<file path="config.mk">
export PLATFORM = sky130hd
export DESIGN_NAME = reg_writeback
export DESIGN_NICKNAME = d
export VERILOG_FILES = /design/src/rtl/reg_writeback.sv
export SDC_FILE = /design/constraint.sdc
export NUM_CORES = 1
export LEC_CHECK = 0
export ABC_AREA = 1
export ABC_CLOCK_PERIOD_IN_PS = 3000
export CAP_MARGIN = 10
export CORE_MARGIN = 1.5
export CORE_UTILIZATION = 35
export DETAILED_ROUTE_END_ITERATION = 10
export GPL_TIMING_DRIVEN = 0
export PLACE_DENSITY = 0.53
export SLEW_MARGIN = 20
export SYNTH_ARGS = -nofsm -noshare
export SYNTH_HDL_FRONTEND = slang
export SYNTH_SLANG_ARGS = --single-unit
export TNS_END_PERCENT = 50
</file>
<file path="constraint.sdc">
create_clock -name clk -period 3 [get_ports clk]
set_clock_uncertainty 0.1 [all_clocks]
set_input_delay 0.3 -clock clk [delete_from_list [all_inputs] [get_ports clk]]
set_output_delay 0.3 -clock clk [all_outputs]
set_load 0.01 [all_outputs]
</file>
<file path="src/rtl/reg_writeback.sv">
// Write-side sequencer for the register bank: arbitrates ALU and load results into an
// in-order queue, drains one entry per cycle onto the bank write port, and exports a pending mask.
module reg_writeback #(
    parameter int DATA_W = 16,
    parameter int ADDR_W = 4,
    parameter int DEPTH  = 4
) (
    input  logic                     clk,
    input  logic                     rst,
    input  logic                     alu_valid,
    input  logic [ADDR_W-1:0]        alu_dest,
    input  logic [DATA_W-1:0]        alu_data,
    output logic                     alu_ready,
    input  logic                     mem_valid,
    input  logic [ADDR_W-1:0]        mem_dest,
    input  logic [DATA_W-1:0]        mem_data,
    output logic                     mem_ready,
    input  logic                     hold,
    output logic                     rw,
    output logic [ADDR_W-1:0]        dest,
    output logic [DATA_W-1:0]        dataIn,
    output logic [(2**ADDR_W)-1:0]   pending,
    output logic [ADDR_W:0]          count,
    output logic                     full,
    output logic                     empty
);

    localparam int                NREG      = 2**ADDR_W;
    localparam int                PTR_W     = $clog2(DEPTH);
    localparam logic [ADDR_W:0]   DEPTH_CNT = (ADDR_W+1)'(DEPTH);
    localparam logic [ADDR_W:0]   CNT_ONE   = (ADDR_W+1)'(1);
    localparam logic [PTR_W-1:0]  PTR_ONE   = PTR_W'(1);

    function automatic logic [NREG-1:0] dec_reg(input logic [ADDR_W-1:0] idx);
        logic [NREG-1:0] onehot;
        onehot      = {NREG{1'b0}};
        onehot[idx] = 1'b1;
        return onehot;
    endfunction

    logic [ADDR_W-1:0] ent_dest_q [DEPTH];
    logic [DATA_W-1:0] ent_data_q [DEPTH];
    logic [DEPTH-1:0]  ent_vld_q, ent_vld_d;
    logic [PTR_W-1:0]  wr_ptr_q, wr_ptr_d;
    logic [PTR_W-1:0]  rd_ptr_q, rd_ptr_d;
    logic [ADDR_W:0]   count_q, count_d;
    logic              rw_q, rw_d;
    logic [ADDR_W-1:0] dest_q, dest_d;
    logic [DATA_W-1:0] data_q, data_d;

    logic              full_s, empty_s, push_s, pop_s;
    logic [ADDR_W-1:0] push_dest_s;
    logic [DATA_W-1:0] push_data_s;

    // Ready is derived from full before any pop, so a full queue never accepts.
    assign full_s    = (count_q == DEPTH_CNT);
    assign empty_s   = (count_q == {(ADDR_W+1){1'b0}});
    assign mem_ready = !full_s;
    assign alu_ready = !full_s && !mem_valid;
    assign pop_s     = !hold && !empty_s;

    // Select the single enqueue of this cycle; memory loads have fixed priority.
    always_comb begin
        push_s      = 1'b0;
        push_dest_s = mem_dest;
        push_data_s = mem_data;
        if (mem_valid && !full_s) begin
            push_s = 1'b1;
        end else if (alu_valid && alu_ready) begin
            push_s      = 1'b1;
            push_dest_s = alu_dest;
            push_data_s = alu_data;
        end else begin
            push_s = 1'b0;
        end
    end

    // Next-state for pointers, occupancy and the registered bank write port.
    always_comb begin
        wr_ptr_d  = wr_ptr_q;
        rd_ptr_d  = rd_ptr_q;
        ent_vld_d = ent_vld_q;
        rw_d      = 1'b0;
        dest_d    = dest_q;
        data_d    = data_q;
        if (push_s) begin
            wr_ptr_d            = wr_ptr_q + PTR_ONE;
            ent_vld_d[wr_ptr_q] = 1'b1;
        end else begin
            wr_ptr_d = wr_ptr_q;
        end
        if (pop_s) begin
            rd_ptr_d            = rd_ptr_q + PTR_ONE;
            ent_vld_d[rd_ptr_q] = 1'b0;
            rw_d                = 1'b1;
            dest_d              = ent_dest_q[rd_ptr_q];
            data_d              = ent_data_q[rd_ptr_q];
        end else begin
            rw_d = 1'b0;
        end
        case ({push_s, pop_s})
            2'b10:   count_d = count_q + CNT_ONE;
            2'b01:   count_d = count_q - CNT_ONE;
            default: count_d = count_q;
        endcase
    end

    // Control and output-port state registers.
    always_ff @(posedge clk) begin
        if (rst) begin
            wr_ptr_q  <= {PTR_W{1'b0}};
            rd_ptr_q  <= {PTR_W{1'b0}};
            ent_vld_q <= {DEPTH{1'b0}};
            count_q   <= {(ADDR_W+1){1'b0}};
            rw_q      <= 1'b0;
            dest_q    <= {ADDR_W{1'b0}};
            data_q    <= {DATA_W{1'b0}};
        end else begin
            wr_ptr_q  <= wr_ptr_d;
            rd_ptr_q  <= rd_ptr_d;
            ent_vld_q <= ent_vld_d;
            count_q   <= count_d;
            rw_q      <= rw_d;
            dest_q    <= dest_d;
            data_q    <= data_d;
        end
    end

    // Entry payload storage; contents only matter where the valid bit is set.
    always_ff @(posedge clk) begin
        if (push_s && !rst) begin
            ent_dest_q[wr_ptr_q] <= push_dest_s;
            ent_data_q[wr_ptr_q] <= push_data_s;
        end
    end

    // A register stays pending until the bank write edge has passed.
    always_comb begin
        pending = {NREG{1'b0}};
        for (int i = 0; i < DEPTH; i++) begin
            pending = pending | ({NREG{ent_vld_q[i]}} & dec_reg(ent_dest_q[i]));
        end
        pending = pending | ({NREG{rw_q}} & dec_reg(dest_q));
    end

    assign rw     = rw_q;
    assign dest   = dest_q;
    assign dataIn = data_q;
    assign count  = count_q;
    assign full   = full_s;
    assign empty  = empty_s;

endmodule

</file>
Word-level counts from Yosys, hierarchy flattened. Memories as Yosys holds them, arrays and structs flattened. A register that Yosys moved wholly into a read port is not among the register bits. Index checks and enable logic that the tools add are counted.

Bits in registers: 14. Memory bits (writable): 80. Memories: 2.

Memory list: ent_data_q (words 4, width 16, rd ports 1, clocked after Yosys merged registers in 1, wr ports 1, line 42) `logic [DATA_W-1:0] ent_data_q [DEPTH];`; ent_dest_q (words 4, width 4, rd ports 5, clocked after Yosys merged registers in 1, wr ports 1, line 41) `logic [ADDR_W-1:0] ent_dest_q [DEPTH];`.

Add/sub/neg operators: 4. Order comparisons: 14. Eq/ne operators: 3. Muxes and demuxes: 26. Bitwise gates (word level): 12. Reductions and logical operators: 19.

Operators by type and width (count): AND 16 bit (5); OR 16 bit (4); two-way mux 16 bit (2); less-than comparator 4 x 5 -> 1 bit, second input constant (5); demux 1 bit (select 4 bit) (5); greater-or-equal comparator 4 x 1 -> 1 bit, second input constant (5); two-way mux 4 bit (4); logical AND 1 bit (12); two-way mux 1 bit (12); case mux 5 bit (2 select lines) (1); less-than comparator 2 x 3 -> 1 bit, second input constant (2); adder 5 x 1 -> 5 bit, second input constant (1); == test 5 x 3 -> 1 bit, second input constant (1); logical NOT 1 bit (5); logical NOT 5 bit (1); subtractor 5 x 1 -> 5 bit, second input constant (1); adder 2 x 1 -> 2 bit, second input constant (2); AND 4 bit (1); demux 1 bit (select 2 bit) (2); greater-or-equal comparator 2 x 1 -> 1 bit, second input constant (2); NOT 4 bit (1); OR 4 bit (1); == test 2 x 1 -> 1 bit, second input constant (1); == test 2 bit, second input constant (1); nonzero test 2 bit (1).

Logic depth before layout (Yosys ltp). Gate-level depths: netlist of the first run.

Depth after elaboration: 9. Depth in mapped cells: 16.

Worst setup path before layout of the first run. OpenSTA, ideal clock, no wires.

Path kind: register to register. From: register count_q[0] (netlist: count[0]). To: memory ent_data_q[0][0], enable pin. Setup time: 0.397 ns. Arrival time: 1.979 ns. Required time: 2.503 ns. Setup slack: 0.524 ns. Stages on the path, launching flop included: 6. Clock period less this slack: 2.476 ns. Path through: dfxtp_1 > nor2_2 > nand4_2 > nand2_1 > or2_2 > nor2_1.

Cells in the longest elaborated chain, start to end: 9. Elaborated cells on any way between the ends: 10.

Ends and longest elaborated chain: start: declaration (line 46) `logic [ADDR_W:0] count_q, count_d;`; start signal: assignment (line 114) `count_q <= {(ADDR_W+1){1'b0}};`; start signal: assignment (line 122) `count_q <= count_d;`; == test 5 x 3 -> 1 bit (*) (line 56) `assign full_s = (count_q == DEPTH_CNT);`; logical NOT 1 bit (*); named net mem_ready (line 17) `output logic mem_ready,`; logical AND 1 bit (line 59) `assign alu_ready = !full_s && !mem_valid;`; logical AND 1 bit (line 69) `end else if (alu_valid && alu_ready) begin`; two-way mux 1 bit (line 69); two-way mux 1 bit (*) (line 67) `if (mem_valid && !full_s) begin`; logical AND 1 bit (*) (line 131) `if (push_s && !rst) begin`; two-way mux 1 bit (*) (line 131); two-way mux 1 bit (implied by the code) (*) (line 133) `ent_data_q[wr_ptr_q] <= push_data_s;`; end: declaration (line 42).

Mark *: on every way through the listed nets, which the timed path passes. The rest lies on a longest branch.

Final worst setup path of the first run.
From: register count_q[2] (netlist: count[2]). To: register count_q[4] (netlist: count[4]).

Elaborated cells on any way between the ends: 16.

RTL lines: logical NOT 5 bit (*) (line 57) `assign empty_s = (count_q == {(ADDR_W+1){1'b0}});`; logical NOT 1 bit (*) (line 60) `assign pop_s = !hold && !empty_s;`; logical AND 1 bit (*) (line 60); named net pop_s (line 51) `logic full_s, empty_s, push_s, pop_s;`; == test 2 x 1 -> 1 bit or == test 2 bit (tied branches) (line 101) `case ({push_s, pop_s})`; case mux 5 bit (2 select lines) or nonzero test 2 bit (tied branches).

Marked as above. A chain may end at the register's enable or synchronous reset.

==> impl_metrics.tcl, run 1 <==
set metrics [dict create \
    hold-path-cell-count 2 \
    setup_violations 0 \
    detail_route.first_pass.iterations 5 \
    static-leakage-power_uw 0.002861 \
    worst_r2r_setup_slack_ns 0.28 \
    synth_fp_nets 686 \
    min_to "ent_vld_q[1]" \
    floorplan.die.height_um 128.6 \
    post_synth_main_area_contributors "sky130_fd_sc_hd__edfxtp_1 (43%), sky130_fd_sc_hd__dfxtp_1 (12%), sky130_fd_sc_hd__nand2_1 (10%), sky130_fd_sc_hd__nor2_1 (5.0%), sky130_fd_sc_hd__o21ai_0 (4.4%)" \
    number_of_buffers_on_the_longest_clock_path 2 \
    routed_wire_length_per_instance_um 17.85 \
    grt.total_usage 0.2161 \
    pin_count_of_the_biggest_net_entering_global_routing 21 \
    post_route_cells_drive_above_1_share 0.07703 \
    final_max_slew_viol_count 0 \
    placed_cells_incl_taps 932 \
    antenna_found_initial 0 \
    layout.cells.non_filler 964 \
    most_used_cells_in_the_layout_excluding_fill_and_tap_cells "sky130_fd_sc_hd__nand2_1 (149), sky130_fd_sc_hd__clkdlybuf4s50_1 (89), sky130_fd_sc_hd__edfxtp_1 (80)" \
    row_count 45 \
    starting_utilization_of_the_core_area 0.3607 \
    synth.lib_cells_used.distinct 34 \
    grt_setup_unrepaired "no" \
    worst_r2r_endpoint "count[4]" \
    ctsResizeCount 0 \
    cp_data_arrival_time_ns 2.95 \
    post-route-min-period_ns 2.718 \
    clock-root-buffer "sky130_fd_sc_hd__clkbuf_16" \
    tritoncts "done" \
    grt_first_pass_wirelength_mm 26.37 \
    layout_worst_path_cycle_share 0.9060 \
    worst-setup-path-type "flip-flop to flip-flop" \
    design.core.area_um2 15310 \
    num_vias 4825 \
    timing.reg2reg.worst_path_depth 16 \
    ant_nets 0 \
    antenna_cells_inserted 0 \
    finalNetCount 797 \
    max_freq_mhz 367.9 \
    dpl.hpwl_mm 12.17 \
    most_common_cell_after_layout_fill_and_taps_aside "sky130_fd_sc_hd__nand2_1" \
    post_cts_setup_driven_buffer_insertion_count 0 \
    totalWireLength_mm 17.21 \
    clock_transition_at_the_registers_of_the_reported_paths_ns 0.06 \
    worstSetupStartpointType "flip-flop" \
    design.die.area_um2 16550 \
    dr.first_iter.drc_count 279 \
    result_of_the_run "complete, no violations" \
    htree_num_levels 4 \
    irDropWorstVdd_mv 0.3700 \
    rr_startpoint "count[2]" \
    ys_ff_latch 114 \
    synth_top_area_frac 0.4349 \
    synth_area_um2 5524 \
    grt-ovfl-total 0 \
    drc 0 \
    first_global_vias 4662 \
    hold_buffers 0 \
    setup.worst_path.end_class "flip-flop" \
    power_per_cell_area_nw_per_um2 859.7 \
    synth.yosys.seq_area_share 0.5581 \
    cts_buffers 17 \
    finalHoldViolCount 0 \
    crit_path_max_fanout 11 \
    layout-area-overhead-vs-synth_pct 33.45 \
    syn-mean-instance-area_um2 8.782 \
    maxSlewHeadroom 0.5211 \
    num_io_pins 91 \
    total_power_uw 6338 \
    yosys_warnings 0 \
    hold_start "rst" \
    cp.required_ns 3.24 \
    port_buffers 89 \
    fill_cells 1464 \
    worst_pin_slew_ns 0.7129 \
    viasPerCell 5.005 \
    post-synth-top-area-cell "sky130_fd_sc_hd__edfxtp_1" \
    postSynthCellCount 629 \
    place_congestion 0.8642 \
    worst_skew_pair_latency_ns 0.41 \
    maxCapViolations 0 \
    cts.sink_count 114 \
    hp-class "input pin to flip-flop" \
    die_outline_width_um 128.6 \
]
[per-stage QoR]
step                      instance area, um^2  hold slack (ns)  setup slack, ns    util  setup TNS (ns)
after CTS                                7372           0.2638           0.2559  0.4814               0
final                                    7372           0.2809           0.2821  0.4814               0
after floorplan                          5524           0.3796           0.5240       -               0
after global placement                   6679           0.3558          -0.8170  0.4361          -54.47
after detailed placement                 6777           0.3596           0.1907  0.4425               0
after global routing                     7372           0.3350          0.04853  0.4814               0
[worst max-delay path by stage]
stage | to | start | slack, ns
5_1_grt | count[4] | count[4] | 0.05
4_1_cts | pending[3] | ent_dest_q[2][2] | 0.26
6_report | count[4] | count[2] | 0.28
2_1_floorplan | ent_data_q[0][0] | count[0] | 0.52
3_5_place_dp | count[4] | alu_valid | 0.19
3_3_place_gp | ent_data_q[0][11] | alu_valid | -0.82
[where the power goes]
part	internal [uW]	switching [uW]	total [uW]
clock	1340	689	2030
combinational	822	1290	2110
sequential	2000	199	2200
[layer usage]
metal | GRT usage | vias to the layer above | wire length, um
li1 | - | 2363 | -
met3 | 0.03035 | 27 | 713
met2 | 0.3757 | 160 | 8541
met4 | 0.08658 | 0 | 348
met1 | 0.2724 | 2275 | 7607
met5 | 0 | - | 0
[registers in the layout, summed over array words and instances, names as in the netlist]
signal and flops:
ent_dest_q 16, rd_ptr_q 2, count 5, dataIn 16, dest 4, rw 1, wr_ptr_q 2, ent_vld_q 4
ent_data_q 64
[synth_stat cells]
cell,count
sky130_fd_sc_hd__clkbuf_1,12
sky130_fd_sc_hd__o211ai_1,4
sky130_fd_sc_hd__a21oi_1,48
sky130_fd_sc_hd__nand2_2,2
sky130_fd_sc_hd__o22ai_1,18
sky130_fd_sc_hd__o221ai_1,2
sky130_fd_sc_hd__inv_2,4
sky130_fd_sc_hd__a31o_2,1
sky130_fd_sc_hd__nand2_1,149
sky130_fd_sc_hd__nor2_1,73
sky130_fd_sc_hd__o21ai_0,49
sky130_fd_sc_hd__nand3_1,36
sky130_fd_sc_hd__buf_6,2
sky130_fd_sc_hd__a22oi_1,5
sky130_fd_sc_hd__o21ai_1,1
sky130_fd_sc_hd__nand4_1,1
sky130_fd_sc_hd__or2_2,2
sky130_fd_sc_hd__xor2_1,4
sky130_fd_sc_hd__dfxtp_1,34
sky130_fd_sc_hd__a21boi_0,1
sky130_fd_sc_hd__buf_2,5
sky130_fd_sc_hd__nand4_2,1
sky130_fd_sc_hd__o2111ai_1,5
sky130_fd_sc_hd__buf_4,6
sky130_fd_sc_hd__clkinv_1,1
sky130_fd_sc_hd__inv_1,55
sky130_fd_sc_hd__nor3_1,9
sky130_fd_sc_hd__buf_1,2
sky130_fd_sc_hd__ha_1,12
sky130_fd_sc_hd__a211oi_1,2
sky130_fd_sc_hd__edfxtp_1,80
sky130_fd_sc_hd__o21bai_1,1
sky130_fd_sc_hd__nor2_2,1
sky130_fd_sc_hd__or2_1,1
[layout make-up]
class	instances	area (um^2)	area share
plain buffers	27	145.1	0.01969
clock buffers	21	460.4	0.06246
clock inverters	11	135.1	0.01833
inverters	60	225.2	0.03055
multi-input cells	428	2101	0.2850
flip-flops and latches	114	3083	0.4182
well taps	211	264.0	0.03581
repair buffers	92	958.4	0.1300
[worst max-delay path, cell delays in order, from the launching register on]
cell and delay [ns]:
sky130_fd_sc_hd__dfxtp_1 0.43, sky130_fd_sc_hd__inv_1 0.11, sky130_fd_sc_hd__nand4_1 0.18, sky130_fd_sc_hd__nand2_2 0.20, sky130_fd_sc_hd__inv_2 0.13, sky130_fd_sc_hd__buf_4 0.22, sky130_fd_sc_hd__ha_1 0.32, sky130_fd_sc_hd__xor2_1 0.23
sky130_fd_sc_hd__ha_1 0.17, sky130_fd_sc_hd__inv_1 0.04, sky130_fd_sc_hd__nand2_1 0.09, sky130_fd_sc_hd__nand3_1 0.11, sky130_fd_sc_hd__nand2_1 0.07, sky130_fd_sc_hd__nand2_1 0.04, sky130_fd_sc_hd__nand2_1 0.05, sky130_fd_sc_hd__nand2_1 0.05
sky130_fd_sc_hd__a21oi_1 0.11
[logic make-up (layout without fill, tap and decap cells)]
group	Yosys count	in the layout	synth area share
flip-flops	114	114	0.5581
AO/OA/AOI/OAI	137	137	0.1395
adder cells (fa/ha/maj)	12	12	0.02718
buffers and inverters	87	211	0.06704
AND/OR/NAND/NOR	275	275	0.2018
XOR/XNOR	4	4	0.006341
No activity file was read; power rests on OpenSTA's default activity.
==> run 2, diff against run 1 <==
--- a/config.mk
+++ b/config.mk
@@ -11,7 +11,7 @@
 export CORE_MARGIN = 1.5
 export CORE_UTILIZATION = 35
 export DETAILED_ROUTE_END_ITERATION = 10
-export GPL_TIMING_DRIVEN = 0
+export HOLD_SLACK_MARGIN = 0.06
 export PLACE_DENSITY = 0.53
 export SLEW_MARGIN = 20
 export SYNTH_ARGS = -nofsm -noshare
==> run 2 against run 1 <==
  * Worst hold slack gained 0.081 ns
  * Core utilization shrank 0.48 points
  * Combinational power shrank 6%
  * Via count shrank 4.0%
  * Final cell count shrank 1.8%
  * Non-clock buffer count shrank 17
  * Sequential power shrank 2%
  * Setup slack gained 0.061 ns
  * Count of clock-buffer cells in the layout grew 2
  * Total power grew 0.29%
  * Critical path depth shrank 10
  * Clock power grew 8%
==> impl_metrics.tcl, run 2 (synthesis gave the netlist of run 1 again) <==
set metrics [dict create \
    result_of_the_run "complete, no violations" \
    regMostFlops "ent_data_q" \
    design.core.area_um2 15310 \
    finish.utilization 0.4766 \
    cp_slowest_cell "sky130_fd_sc_hd__clkdlybuf4s50_1" \
    max_freq_mhz 376.3 \
    grt-ovfl-total 0 \
    cp_num_buf_inv 1 \
    routed_wire_length_per_instance_um 15.83 \
    design.die.area_um2 16550 \
    post-route-min-period_ns 2.657 \
    maxCapViolations 0 \
    port_buffers 90 \
    antenna_cells_inserted 0 \
    detail_route.first_pass.iterations 4 \
    layout-area-overhead-vs-synth_pct 32.12 \
    layout_worst_path_cycle_share 0.8857 \
    finalNetCount 780 \
    placedInstanceArea_um2 6644 \
    rr_startpoint "count[0]" \
    fill_cells 1469 \
    switching_share 0.3220 \
    path_cells "nor3_1 -> nand2_1 -> nand2_1 -> a21oi_1 -> nand3_1 -> clkdlybuf4s50_1" \
    grt_setup_unrepaired "no" \
    post_route_cells_drive_above_1_share 0.07609 \
    most_used_cells_in_the_layout_excluding_fill_and_tap_cells "sky130_fd_sc_hd__nand2_1 (149), sky130_fd_sc_hd__clkdlybuf4s50_1 (90), sky130_fd_sc_hd__edfxtp_1 (80)" \
    pin_count_of_the_biggest_net_entering_global_routing 45 \
    worstSetupStartpointType "flip-flop" \
    hold_start "dataIn[4]" \
    floorplan.die.height_um 128.6 \
    setup.worst_path.end_class "primary output" \
    cts_buffers 17 \
    largest_reg_flops 64 \
    min_to "dataIn[4]" \
    worst_r2r_setup_slack_ns 0.61 \
    ctsResizeCount 0 \
    most_common_cell_after_layout_fill_and_taps_aside "sky130_fd_sc_hd__nand2_1" \
    grt_first_pass_wirelength_mm 23.21 \
    timing.critical_path.max_delay_family "simple AND/OR/NAND/NOR gates" \
    hold-path-cell-count 2 \
    worst_r2r_endpoint "count[4]" \
    antenna_found_initial 0 \
    setup_total_negative_slack_ns 0 \
    power.combinational.fraction 0.313 \
    drc 0 \
    setup_violations 0 \
    final_max_slew_viol_count 0 \
    number_of_buffers_on_the_longest_clock_path 2 \
    clock-root-buffer "sky130_fd_sc_hd__clkbuf_16" \
    fin_worst_hold_slack_ns 0.3620 \
    hold_buffers 0 \
    starting_utilization_of_the_core_area 0.3607 \
    num_io_pins 91 \
    total_switching_power_uw 2046 \
    most_frequent_cell_on_the_critical_path "sky130_fd_sc_hd__nand2_1" \
    grt.total_usage 0.1879 \
    hp-class "flip-flop to flip-flop" \
    post_cts_setup_driven_buffer_insertion_count 0 \
    viasPerCell 4.892 \
    crit_path_max_fanout 5 \
    cp.required_ns 2.60 \
    worst_pin_slew_ns 0.7150 \
    static-leakage-power_uw 0.002853 \
    tritoncts "done" \
    timing.reg2reg.worst_path_depth 15 \
    num_vias 4633 \
    worst-setup-path-type "flip-flop to primary output" \
    row_count 45 \
    power_report.internal_total_uw 4309 \
    ant_nets 0 \
    cp_data_arrival_time_ns 2.26 \
    sequentialPowerShare 0.340 \
    irDropWorstVdd_mv 0.4298 \
    dr.first_iter.drc_count 199 \
    htree_num_levels 4 \
    finalHoldViolCount 0 \
    maxSlewHeadroom 0.5226 \
    totalWireLength_mm 14.99 \
    dpl.hpwl_mm 10.09 \
    first_global_vias 4414 \
    worst_skew_pair_latency_ns 0.41 \
    place_congestion 0.8852 \
    clock_power_share 0.346 \
    max_stage_delay_on_crit_path_ns 0.54 \
    clock_transition_at_the_registers_of_the_reported_paths_ns 0.05 \
    final_std_cell_area_no_fill_um2 7298 \
    die_outline_width_um 128.6 \
    power_per_cell_area_nw_per_um2 870.9 \
    cts.sink_count 114 \
]
[run 2: cell type report]
| class | instances | area (um^2) | area share |
|---|---|---|---|
| Clock inverter | 9 | 176.4 | 0.02417 |
| Inverter | 60 | 225.2 | 0.03086 |
| Timing Repair Buffer | 102 | 991.0 | 0.1358 |
| Tap cell | 211 | 264.0 | 0.03617 |
| Clock buffer | 23 | 478.0 | 0.06549 |
| Multi-Input combinational cell | 428 | 2081 | 0.2851 |
| Sequential cell | 114 | 3083 | 0.4224 |
[run 2: through the flow]
step	worst slack (ns)	instances	power (uW)
global placement	0.5802	915	4182
CTS	0.3373	947	6415
finish	0.3429	947	6356
detailed placement	0.4717	915	4192
floorplan	0.5240	629	3374
global route	0.2229	947	6708
[run 2: how the worst max path moves through the flow]
stage / cells past startpoint / endpoint / slack (ns) / start
2_1_floorplan: 5 / ent_data_q[0][0] / 0.52 / count[0]
3_3_place_gp: 14 / count[4] / 0.58 / mem_valid
4_1_cts: 4 / pending[3] / 0.34 / ent_dest_q[0][3]
3_5_place_dp: 14 / count[4] / 0.47 / mem_valid
6_report: 6 / pending[3] / 0.34 / ent_dest_q[2][3]
5_1_grt: 4 / pending[0] / 0.22 / ent_dest_q[3][3]
[run 2: tightest hold or removal path, delay by kind of cell (launching register included)]
| family | cells | cell delay, ns |
|---|---|---|
| AND/OR/NAND/NOR | 1 | 0.06 |
| flip-flops | 1 | 0.30 |
| AO/OA/AOI/OAI | 1 | 0.05 |
[run 2: power by group through the flow]
stage               Clock (uW)  Combinational [uW]  Sequential (uW)
global route              2300                2220             2200
CTS                       2240                2010             2170
finish                    2200                1990             2160
floorplan                    0                1150             2230
global placement             0                2000             2180
detailed placement           0                2000             2190
[run 2: layer usage]
metal,track usage,wire (um)
met1,0.2202,6640
met3,0.04449,698
met5,0,0
met4,0.08063,351
met2,0.3302,7298
==> run 3, diff against run 2 <==
--- a/config.mk
+++ b/config.mk
@@ -13,7 +13,7 @@
 export DETAILED_ROUTE_END_ITERATION = 10
 export HOLD_SLACK_MARGIN = 0.06
 export PLACE_DENSITY = 0.53
-export SLEW_MARGIN = 20
+export SLEW_MARGIN = 15
 export SYNTH_ARGS = -nofsm -noshare
 export SYNTH_HDL_FRONTEND = slang
 export SYNTH_SLANG_ARGS = --single-unit
==> results of run 3 <==
Same layout as run 2: the final DEF is identical, and so are final timing and power.
